$ cat src/rtl/add_sub_bist.sv
// add_sub_bist: self-test sequencer for the adder_subtractor datapath.
//
// On a start request it drives a fixed schedule of operand/mode vectors, one per clock,
// compares each returned result with an internally computed expected value, and reports a
// saturating mismatch count plus a pass flag.
//
// Optional feature macro: ADD_SUB_BIST_FIRST_FAIL_EN
//   Adds fail_idx_o / fail_val_o, which record the index and observed c_i of the first
//   mismatching vector in the current run.
//
// Ports:
//   clk_i          clock
//   rst_ni         asynchronous active-low reset
//   start_i        run request (ignored while a run is in progress)
//   mode_o         operation select to datapath: 1 = add, 0 = subtract (a - b)
//   a_o, b_o       signed operands to datapath
//   c_i            signed SIZE+1 bit result from datapath (combinational)
//   busy_o         run in progress
//   done_o         run complete, results valid
//   pass_o         done_o and zero mismatches
//   error_count_o  mismatch count, saturating at 16'hFFFF
//   fail_idx_o     (optional) index of first mismatching vector
//   fail_val_o     (optional) c_i observed at that vector
module add_sub_bist #(
  parameter int unsigned SIZE     = 8,
  parameter int unsigned NUM_VECT = 100
) (
  input  logic            clk_i,
  input  logic            rst_ni,
  input  logic            start_i,
  output logic            mode_o,
  output logic [SIZE-1:0] a_o,
  output logic [SIZE-1:0] b_o,
  input  logic [SIZE:0]   c_i,
  output logic            busy_o,
  output logic            done_o,
  output logic            pass_o,
  output logic [15:0]     error_count_o
`ifdef ADD_SUB_BIST_FIRST_FAIL_EN
  ,
  output logic [15:0]     fail_idx_o,
  output logic [SIZE:0]   fail_val_o
`endif
);

  localparam int unsigned     IdxW    = (NUM_VECT > 1) ? $clog2(NUM_VECT) : 1;
  localparam logic [IdxW-1:0] LastIdx = IdxW'(NUM_VECT - 1);
  localparam logic [SIZE-1:0] Five    = SIZE'(5);

  typedef enum logic [1:0] {StIdle, StRun, StDone} state_e;

  state_e r_state, w_state_next;

  logic [IdxW-1:0] r_idx;
  logic [3:0]      r_phase;  // index mod 10, tracked incrementally to avoid a divider
  logic            r_mode;
  logic [SIZE-1:0] r_a, r_b;
  logic [SIZE:0]   r_exp;
  logic [15:0]     r_err;

  logic            w_start_run, w_last, w_step, w_load, w_mismatch;
  logic [IdxW-1:0] w_ld_idx;
  logic [3:0]      w_ld_phase;
  logic            w_ld_mode;
  logic [SIZE-1:0] w_ld_a, w_ld_b;
  logic [SIZE:0]   w_ld_exp, w_ld_a_sx, w_ld_b_sx;

  // State register.
  always_ff @(posedge clk_i or negedge rst_ni) begin
    if (!rst_ni) begin
      r_state <= StIdle;
    end else begin
      r_state <= w_state_next;
    end
  end

  assign w_start_run = start_i && (r_state != StRun);
  assign w_last      = (r_idx == LastIdx);
  assign w_step      = (r_state == StRun) && !w_last;
  assign w_load      = w_start_run || w_step;
  assign w_mismatch  = (r_state == StRun) && (c_i != r_exp);

  // Next-state logic.
  always_comb begin
    w_state_next = r_state;
    unique case (r_state)
      StIdle:  if (start_i) w_state_next = StRun;
      StRun:   if (w_last)  w_state_next = StDone;
      StDone:  if (start_i) w_state_next = StRun;
      default: w_state_next = StIdle;
    endcase
  end

  // Next vector to load: index 0 on start, otherwise the successor of the current index.
  always_comb begin
    w_ld_idx   = w_start_run ? '0 : r_idx + IdxW'(1);
    w_ld_phase = 4'd0;
    if (!w_start_run) begin
      w_ld_phase = (r_phase == 4'd9) ? 4'd0 : r_phase + 4'd1;
    end
    // Mode flips whenever the loaded index lands on phase 5; each run starts in subtract.
    w_ld_mode = w_start_run ? 1'b0 : ((w_ld_phase == 4'd5) ? ~r_mode : r_mode);
    if (w_ld_mode) begin
      w_ld_a = SIZE'(w_ld_idx);
      w_ld_b = SIZE'(w_ld_idx) - Five;
    end else begin
      w_ld_a = Five;
      w_ld_b = SIZE'(w_ld_idx);
    end
    w_ld_a_sx = {w_ld_a[SIZE-1], w_ld_a};
    w_ld_b_sx = {w_ld_b[SIZE-1], w_ld_b};
    w_ld_exp  = w_ld_mode ? (w_ld_a_sx + w_ld_b_sx) : (w_ld_a_sx - w_ld_b_sx);
  end

  // Vector, expected value and error accumulation.
  always_ff @(posedge clk_i or negedge rst_ni) begin
    if (!rst_ni) begin
      r_idx   <= '0;
      r_phase <= 4'd0;
      r_mode  <= 1'b0;
      r_a     <= '0;
      r_b     <= '0;
      r_exp   <= '0;
      r_err   <= 16'd0;
    end else begin
      if (w_load) begin
        r_idx   <= w_ld_idx;
        r_phase <= w_ld_phase;
        r_mode  <= w_ld_mode;
        r_a     <= w_ld_a;
        r_b     <= w_ld_b;
        r_exp   <= w_ld_exp;
      end
      if (w_start_run) begin
        r_err <= 16'd0;
      end else if (w_mismatch && (r_err != 16'hFFFF)) begin
        r_err <= r_err + 16'd1;
      end
    end
  end

`ifdef ADD_SUB_BIST_FIRST_FAIL_EN
  logic [15:0]   r_fail_idx;
  logic [SIZE:0] r_fail_val;

  // Capture only on the 0 -> 1 transition of the error count.
  always_ff @(posedge clk_i or negedge rst_ni) begin
    if (!rst_ni) begin
      r_fail_idx <= 16'd0;
      r_fail_val <= '0;
    end else if (w_start_run) begin
      r_fail_idx <= 16'd0;
      r_fail_val <= '0;
    end else if (w_mismatch && (r_err == 16'd0)) begin
      r_fail_idx <= 16'(r_idx);
      r_fail_val <= c_i;
    end
  end

  assign fail_idx_o = r_fail_idx;
  assign fail_val_o = r_fail_val;
`endif

  assign mode_o        = r_mode;
  assign a_o           = r_a;
  assign b_o           = r_b;
  assign busy_o        = (r_state == StRun);
  assign done_o        = (r_state == StDone);
  assign pass_o        = done_o && (r_err == 16'd0);
  assign error_count_o = r_err;

endmodule
$ cat config.mk
export PLATFORM = sky130hd
export DESIGN_NAME = add_sub_bist
export DESIGN_NICKNAME = d
export VERILOG_FILES = /design/src/rtl/add_sub_bist.sv
export SDC_FILE = /design/constraint.sdc
export NUM_CORES = 1
export LEC_CHECK = 0
export ABC_AREA = 1
export CAP_MARGIN = 20
export CORE_MARGIN = 3
export CORE_UTILIZATION = 56
export DETAILED_ROUTE_END_ITERATION = 10
export GPL_ROUTABILITY_DRIVEN = 0
export PLACE_DENSITY = 0.84
export SYNTH_ARGS = -nofsm -noshare
export SYNTH_HDL_FRONTEND = slang
export SYNTH_SLANG_ARGS = --single-unit
$ cat constraint.sdc
create_clock -name clk_i -period 4.3 [get_ports clk_i]
set_clock_uncertainty 0.15 [all_clocks]
set_input_delay 0.645 -clock clk_i [delete_from_list [all_inputs] [get_ports clk_i]]
set_output_delay 0.645 -clock clk_i [all_outputs]
set_load 0.005 [all_outputs]
==> impl_metrics.tcl, run 1 <==
set metrics [dict create \
    grt_antenna_before_repair 0 \
    grt_start_max_net_pins 55 \
    die_area_um2 7290 \
    worstPathArrival_ps 4050 \
    p_leak_nw 2.02 \
    drive_gt1_share_pct 9.90 \
    grt_pass1_wl_mm 14.4 \
    grt_overflow 0 \
    final_cell_mix "100 x nand2_1, 55 x inv_1, 54 x dfrtp_1, 46 x o21ai_0, 45 x clkdlybuf4s50_1" \
    finalHoldViolCount 0 \
    drc 0 \
    clk_pin_slew_ps 100 \
    p_comb_share_pct 18.2 \
    vias 3263 \
    clk_latency_ps 310 \
    status "complete, no violations" \
    total_power_mw 1.08 \
    nets 533 \
    grtUsageTotal_pct 24.1 \
    antennaDiodeCount 0 \
    worstSetupEndpointType "register" \
    place_area_um2 4090 \
    row_count 28 \
    ctsHtreeMaxLevel 2 \
    syn_inst 453 \
    syn_to_final_growth_pct 18.6 \
    avgSynthCellArea_um2 7.79 \
    wire_per_inst_um 14.1 \
    ys_ff_latch 54 \
    swShare_pct 28.3 \
    yosysWarnings 0 \
    ant_nets 0 \
    critPathMaxFanout 4 \
    async_flop_share_pct 100 \
    power_frac_seq_pct 54.4 \
    wirelength_mm 8.17 \
    dp_hpwl_mm 6.12 \
    required_ps 4350 \
    period_share_pct 93.0 \
    tightest_slew_ps 670 \
    intPower_uw 776 \
    drtIter0Drc 210 \
    coreArea_um2 6030 \
    cts.sinks 54 \
    postCtsHoldBufs 0 \
    fmax_ghz 0.250 \
    start_util_pct 58.6 \
    clock_path_buffers 2 \
    hold_class "in -> async" \
    rsz0062_at_grt "false" \
    die_h_um 85.4 \
    cts_tree "done" \
    fin_area_um2 4190 \
    cts_buffers 5 \
    relSlewSlack_pct 55.3 \
    cp-start-kind "input pin" \
    finalSetupViolCount 0 \
    vias_per_cell 5.63 \
    clockRootBuffer "clkbuf_8" \
    p_sw_uw 306 \
    syn_nets 482 \
    synth-edff-count 0 \
    p_per_area_nw_per_um2 258 \
    clockPowerShare_pct 27.4 \
    die_w_um 85.4 \
    ios 48 \
    final_common_cell "nand2_1" \
    setup.worst_path.class "in -> reg" \
    maxCapViolCount 0 \
    final.setup.tns_ps 0 \
    portBuffers 46 \
    finalMaxSlewViolations 0 \
    first_global_vias 3201 \
    synth.distinct_cells 44 \
    ys_seq_area_share_pct 38.3 \
    max-vdd-ir-drop_mv 0.271 \
    synth.cell_area_um2 3530 \
    fin_crit_ps 4000 \
    synth-main-ff-cell "dfrtp_1" \
    drt_first_pass_iters 5 \
]
==> layout make-up <==
type | count | area [um2]
fill | 482 | 1840
tap | 75 | 93.8
timing repair buffer | 57 | 538
clock buffer | 6 | 82.6
clock inverter | 2 | 12.5
multi-input combinational | 328 | 1890
inverter | 58 | 218
sequential | 54 | 1350
==> worst max-delay path, stage by stage <==
cell and delay, ps:
clkdlybuf4s50_1 500, nand2_8 130, nand2_4 80, nor2_8 110, nand4_4 120, nand3_4 130, inv_2 40, ha_1 310
ha_1 230, o21ai_0 220, xor2_1 170, ha_1 280, a21oi_1 130, nand2_1 70, nand2_1 70, nand2_1 60
a21oi_1 200, nor2_1 60, nor2_1 90, o21ai_0 110, a21o_1 180, nand3_1 60, nand2_1 60
==> Yosys cell counts (7+ instances only) <==
cell type / instances / share of area [%]
clkbuf_1: 7 / 0.74
o21ai_0: 48 / 6.8
dfrtp_1: 54 / 38
nand4_1: 10 / 1.8
ha_1: 16 / 5.7
nand2_1: 100 / 11
inv_1: 55 / 5.8
xor2_1: 16 / 4.0
a21oi_1: 16 / 2.3
nand3_1: 23 / 3.3
nor2_1: 40 / 4.3
==> routing by layer <==
| metal | track usage [%] | vias up | share of wire, % |
|---|---|---|---|
| met1 | 29.8 | 1540 | 42 |
| met3 | 4.76 | 12 | 5.8 |
| met5 | 0 | - | 0 |
| met4 | 7.19 | 0 | 1.3 |
| met2 | 42.4 | 117 | 51 |
| li1 | - | 1594 | - |
==> cells by family (layout without fill, tap and decap cells) <==
| kind of cell | Yosys count | count (layout) | synth area share (%) |
|---|---|---|---|
| AND/OR/NAND/NOR | 211 | 211 | 29.8 |
| AO/OA/AOI/OAI | 80 | 80 | 12.4 |
| buffers and inverters | 71 | 123 | 8.26 |
| flip-flops | 54 | 54 | 38.3 |
| XOR/XNOR | 19 | 19 | 4.93 |
| adder cells (fa/ha/maj) | 17 | 17 | 6.24 |
| other | 1 | 1 | 0.106 |
==> power groups by stage <==
stage          sequential, mW  combinational [mW]  clock [mW]
5_1_grt                 0.595               0.222       0.328
4_1_cts                 0.588               0.199       0.303
3_5_place_dp            0.598               0.198           0
6_report                0.589               0.197       0.296
2_1_floorplan           0.593              0.0792           0
3_3_place_gp            0.597               0.190           0
==> worst paths after layout <==
path                       startpoint           endpoint  slack, ps  cells past startpoint
min in group clk_i             a_o[4]             a_o[4]        340                      2
max                           start_i           r_exp[7]        300                     23
max reg2reg                r_phase[0]           r_exp[7]        340                     22
max in group asynchronous      rst_ni           r_exp[6]       3250                      2
min                            rst_ni  error_count_o[14]        290                      2
min reg2reg                    a_o[4]             a_o[4]        340                      2
==> metrics by stage <==
| step | setup slack, ps | hold WS [ps] | instances | utilization (%) |
|---|---|---|---|---|
| after global routing | 68.1 | 345 | 580 | 69.5 |
| after global placement | 142 | 319 | 572 | 67.9 |
| after detailed placement | 18.7 | 314 | 572 | 67.9 |
| after floorplan | 536 | 199 | 453 | - |
| after CTS | 317 | 322 | 580 | 69.5 |
| final | 302 | 295 | 580 | 69.5 |
==> state kept, by name, indices dropped and copies added, names as in the netlist <==
signal / cells
mode_o: 1
r_idx: 7
r_phase: 4
error_count_o: 16
a_o: 7
r_exp: 9
r_state: 2
b_o: 8
==> repair_timing <==
item | in CTS | in global routing
endpoints found under the setup margin | 0 | 2
hold endpoints to repair | 0 | 0
gates resized for setup | 0 | 3
buffers inserted | 0 | 0
Power figures use the tool's default switching activity.
==> run 2, diff against run 1 <==
CORE_UTILIZATION = 60   (was 56)
CTS_CLUSTER_DIAMETER = 200   (was unset)
PLACE_DENSITY = 0.89   (was 0.84)
clock period = 4.8 ns   (was 4.3 ns; I/O delays follow)
==> impl_metrics.tcl, run 2 (synthesis results as in run 1) <==
set metrics [dict create \
    status "complete, no violations" \
    cts.repair.resized 0 \
    period_share_pct 93.6 \
    grt_pass1_wl_mm 13.8 \
    clk_pin_slew_ps 90 \
    die_w_um 82.7 \
    highest_layer "met4" \
    grtUsageTotal_pct 26.0 \
    worstPathArrival_ps 4540 \
    final_common_cell "nand2_1" \
    clk_latency_ps 310 \
    portBuffers 46 \
    drtIter0Drc 225 \
    cts_tree "done" \
    crit_path_start "start_i" \
    final_cell_mix "100 x nand2_1, 55 x inv_1, 54 x dfrtp_1, 48 x o21ai_0, 45 x clkdlybuf4s50_1" \
    wl_met2_mm 4.19 \
    placed_cells 562 \
    setup.worst_path.class "in -> reg" \
    vias_per_cell 5.68 \
    fin_area_um2 4120 \
    finalSetupViolCount 0 \
    cts.sinks 54 \
    vias 3240 \
    cts_buffers 5 \
    grt_antenna_before_repair 0 \
    ctsHtreeMaxLevel 2 \
    clockRootBuffer "clkbuf_8" \
    finalMaxSlewViolations 0 \
    syn_to_final_growth_pct 16.7 \
    row_count 27 \
    wirelength_met1_mm 3.28 \
    largest_reg_flops 16 \
    cpPeakStageDelay_ps 530 \
    antennaDiodeCount 0 \
    die_area_um2 6840 \
    dp_hpwl_mm 6.09 \
    relSlewSlack_pct 55.4 \
    fin_crit_ps 4490 \
    crit_top_cell "nand2_1" \
    fin_ws_ps 310 \
    required_ps 4850 \
    worstPathCellList "clkdlybuf4s50_1, nand2_8, inv_1, nor2_1, inv_1, ha_1, nand2_1, nand2_1, ha_1, o21ai_0, inv_1, ha_1, nand3_1, nand2_1, nand2_1, nand2_1, a21oi_1, nor2_1, nor2_1, o21ai_0, a21o_1, nand3_1, nand2_1" \
    start_util_pct 63.0 \
    drc 0 \
    ios 48 \
    grt_start_max_net_pins 55 \
    coreArea_um2 5610 \
    nets 526 \
    worstSetupEndpointType "register" \
    die_h_um 82.7 \
    clock_path_buffers 2 \
    wire_per_inst_um 14.2 \
    postCtsHoldBufs 0 \
    tightest_slew_ps 669 \
    p_per_area_nw_per_um2 231 \
    fmax_ghz 0.223 \
    p_leak_nw 1.99 \
    grt_overflow 0 \
    maxCapViolCount 0 \
    pre_cts_ws_ps 147 \
    rsz0062_at_grt "false" \
    path_delay_family "simple AND/OR/NAND/NOR gates" \
    layout.cells.non_filler 570 \
    wirelength_mm 8.11 \
    drt_first_pass_iters 7 \
    hp-start "a_o[4]" \
    finalHoldViolCount 0 \
    utilization_pct 73.5 \
    ant_nets 0 \
    cts_setup_buffers 0 \
    worstPathBufferInverterCount 4 \
    hold_class "reg -> reg" \
    wl_met3_um 405 \
    drive_gt1_share_pct 8.23 \
    place_area_um2 4040 \
    critPathMaxFanout 24 \
    final.setup.tns_ps 0 \
    cp_slowest_cell "clkdlybuf4s50_1" \
    cp-start-kind "input pin" \
    max-vdd-ir-drop_mv 0.188 \
    first_global_vias 3202 \
    crit-reg2reg-launch "r_phase[0]" \
]
[run 2: cell count changes in the layout (fill, tap and decap cells not counted), sizes merged]
| cell | before | now |
|---|---|---|
| clkinv | 1 | 2 |
| clkinvlp | 1 | 0 |
| buf | 12 | 5 |
[run 2: through the flow]
stage / power [mW] / hold WS, ps
floorplan: 0.602 / 274
global placement: 0.706 / 321
detailed placement: 0.713 / 318
CTS: 0.963 / 348
global route: 1.01 / 385
finish: 0.954 / 341
[run 2: path summary, 6_finish.rpt]
| check | endpoint | slack (ps) | depth (start not counted) |
|---|---|---|---|
| max reg2reg | r_exp[7] | 630 | 25 |
| min | a_o[4] | 340 | 2 |
| min in group asynchronous | r_state[1] | 370 | 2 |
| min reg2reg | a_o[4] | 340 | 2 |
| max in group asynchronous | b_o[6] | 3680 | 2 |
| max | r_exp[7] | 310 | 23 |
[run 2: routing by layer]
layer  track usage (%)  vias up
met5                 0        -
met4              10.6        0
met3              4.34       22
met2              46.7      111
met1              30.5     1538
li1                  -     1569
[run 2: power breakdown]
part	switching [mW]	total, mW	internal (mW)	leakage [nW]
logic	0.0848	0.177	0.0921	1.32
registers	0.0404	0.527	0.487	0.625
clock network	0.147	0.250	0.103	0.0452
[run 2: area by class of cell]
class / count / area, um2
well taps: 72 / 90.1
repair buffers: 50 / 485
fillers: 431 / 1490
clock buffers: 6 / 72.6
multi-input cells: 328 / 1890
inverters: 58 / 218
flip-flops and latches: 54 / 1350
clock inverters: 2 / 13.8
[run 2: tightest hold or removal path: stages, from the launching register on]
cell,delay (ps)
dfrtp_1,350
nand2_1,50
nand2_1,60
==> run 3, diff against run 2 <==
CORE_ASPECT_RATIO = 1.1   (was unset)
MAX_ROUTING_LAYER = met4   (was unset)
==> impl_metrics.tcl, run 3 (synthesis results as in run 1) <==
set metrics [dict create \
    total_power_mw 1.01 \
    die_h_um 86.5 \
    critPathMaxFanout 24 \
    wl_met3_um 438 \
    clockPowerShare_pct 30.3 \
    vias_per_cell 5.63 \
    p_sw_uw 278 \
    hold_slack_ps 342 \
    fin_crit_ps 4330 \
    hold_class "reg -> reg" \
    cp-start-kind "input pin" \
    dp_hpwl_mm 6.17 \
    clk_pin_slew_ps 90 \
    p_per_area_nw_per_um2 244 \
    placed_cells 565 \
    finalHoldViolCount 0 \
    row_count 28 \
    swShare_pct 27.4 \
    grt_start_max_net_pins 55 \
    finalMaxSlewViolations 0 \
    p_leak_nw 1.99 \
    place_area_um2 4040 \
    finalSetupViolCount 0 \
    highest_layer "met4" \
    rsz0062_at_grt "false" \
    die_w_um 79.1 \
    fin_ws_ps 470 \
    fin_area_um2 4150 \
    wirelength_mm 8.36 \
    grtUsageTotal_pct 27.5 \
    setup.worst_path.class "in -> reg" \
    p_comb_share_pct 17.7 \
    drc 0 \
    clockRootBuffer "clkbuf_8" \
    period_share_pct 90.2 \
    cts_buffers 5 \
    ctsHtreeMaxLevel 2 \
    tightest_slew_ps 670 \
    max-vdd-ir-drop_mv 0.163 \
    drtIter0Drc 235 \
    start_util_pct 63.8 \
    worstPathArrival_ps 4390 \
    largest_reg_flops 16 \
    drt_first_pass_iters 5 \
    coreArea_um2 5540 \
    power_frac_seq_pct 52.0 \
    cts_setup_buffers 0 \
    maxCapViolCount 0 \
    final_common_cell "nand2_1" \
    antennaDiodeCount 0 \
    wirelength_met1_mm 3.33 \
    status "complete, no violations" \
    intPower_uw 736 \
    final_cell_mix "100 x nand2_1, 55 x inv_1, 54 x dfrtp_1, 48 x o21ai_0, 45 x clkdlybuf4s50_1" \
    worstSetupEndpointType "register" \
    grt_antenna_before_repair 0 \
    utilization_pct 75.0 \
    cts.repair.resized 0 \
    postCtsHoldBufs 0 \
    drive_gt1_share_pct 8.23 \
    syn_to_final_growth_pct 17.5 \
    grt_overflow 0 \
    clock_path_buffers 2 \
    layout.cells.non_filler 573 \
    portBuffers 46 \
    first_global_vias 3304 \
    ant_nets 0 \
    grt_pass1_wl_mm 14.6 \
    vias 3226 \
    required_ps 4860 \
    cts.sinks 54 \
    final.setup.tns_ps 0 \
    nFillCells 430 \
    ios 48 \
    relSlewSlack_pct 55.3 \
    clk_latency_ps 320 \
    wire_per_inst_um 14.6 \
    pre_cts_ws_ps 188 \
    cts_tree "done" \
    wl_met2_mm 4.35 \
    nets 526 \
    fmax_ghz 0.231 \
    die_area_um2 6840 \
]
==> run 3: cell count changes in the layout (fill, tap and decap cells not counted), sizes merged <==
cell      change
bufinv        +1
clkinv        -2
clkinvlp      +1
==> run 3: routing by layer <==
metal / GRT usage [%] / vias to the layer above
met4: 13.9 / 0
met5: - / -
met1: 30.0 / 1511
met2: 48.2 / 130
li1: - / 1563
met3: 4.78 / 22
==> run 3: worst paths after layout <==
kind	from	endpoint	depth (start not counted)	slack (ps)
worst min register to register	b_o[7]	b_o[7]	2	340
worst max-delay path	start_i	r_exp[7]	23	470
min in group asynchronous	rst_ni	error_count_o[12]	2	360
worst max register to register	r_phase[1]	r_exp[7]	26	730
worst min-delay path	b_o[7]	b_o[7]	2	340
max in group asynchronous	rst_ni	r_exp[5]	2	3690
==> run 3: worst max-delay path: stages <==
cell and delay [ps]:
clkdlybuf4s50_1 500, nand2_8 210, inv_1 140, nor2_1 200, inv_1 100, ha_1 310, nand2_1 90, nand2_1 80
ha_1 290, o21ai_0 340, inv_1 90, ha_1 280, nand3_1 80, nand2_1 70, nand2_1 80, nand2_1 60
a21oi_1 190, nor2_1 60, nor2_1 90, o21ai_0 110, a21o_1 170, nand3_1 60, nand2_1 60
==> run 3: area by class of cell <==
class / count / area, um2 / area share, %
multi-input combinational: 328 / 1890 / 45.6
clock inverter: 2 / 37.5 / 0.905
clock buffer: 6 / 72.6 / 1.75
tap: 75 / 93.8 / 2.26
sequential: 54 / 1350 / 32.6
timing repair buffer: 50 / 485 / 11.7
inverter: 58 / 218 / 5.25
==> run 3: power groups by stage <==
stage          combinational [mW]  clock [mW]  sequential, mW
5_1_grt                     0.198       0.329           0.535
2_1_floorplan              0.0709           0           0.531
6_report                    0.180       0.307           0.528
4_1_cts                     0.182       0.313           0.526
3_5_place_dp                0.181           0           0.536
3_3_place_gp                0.172           0           0.535
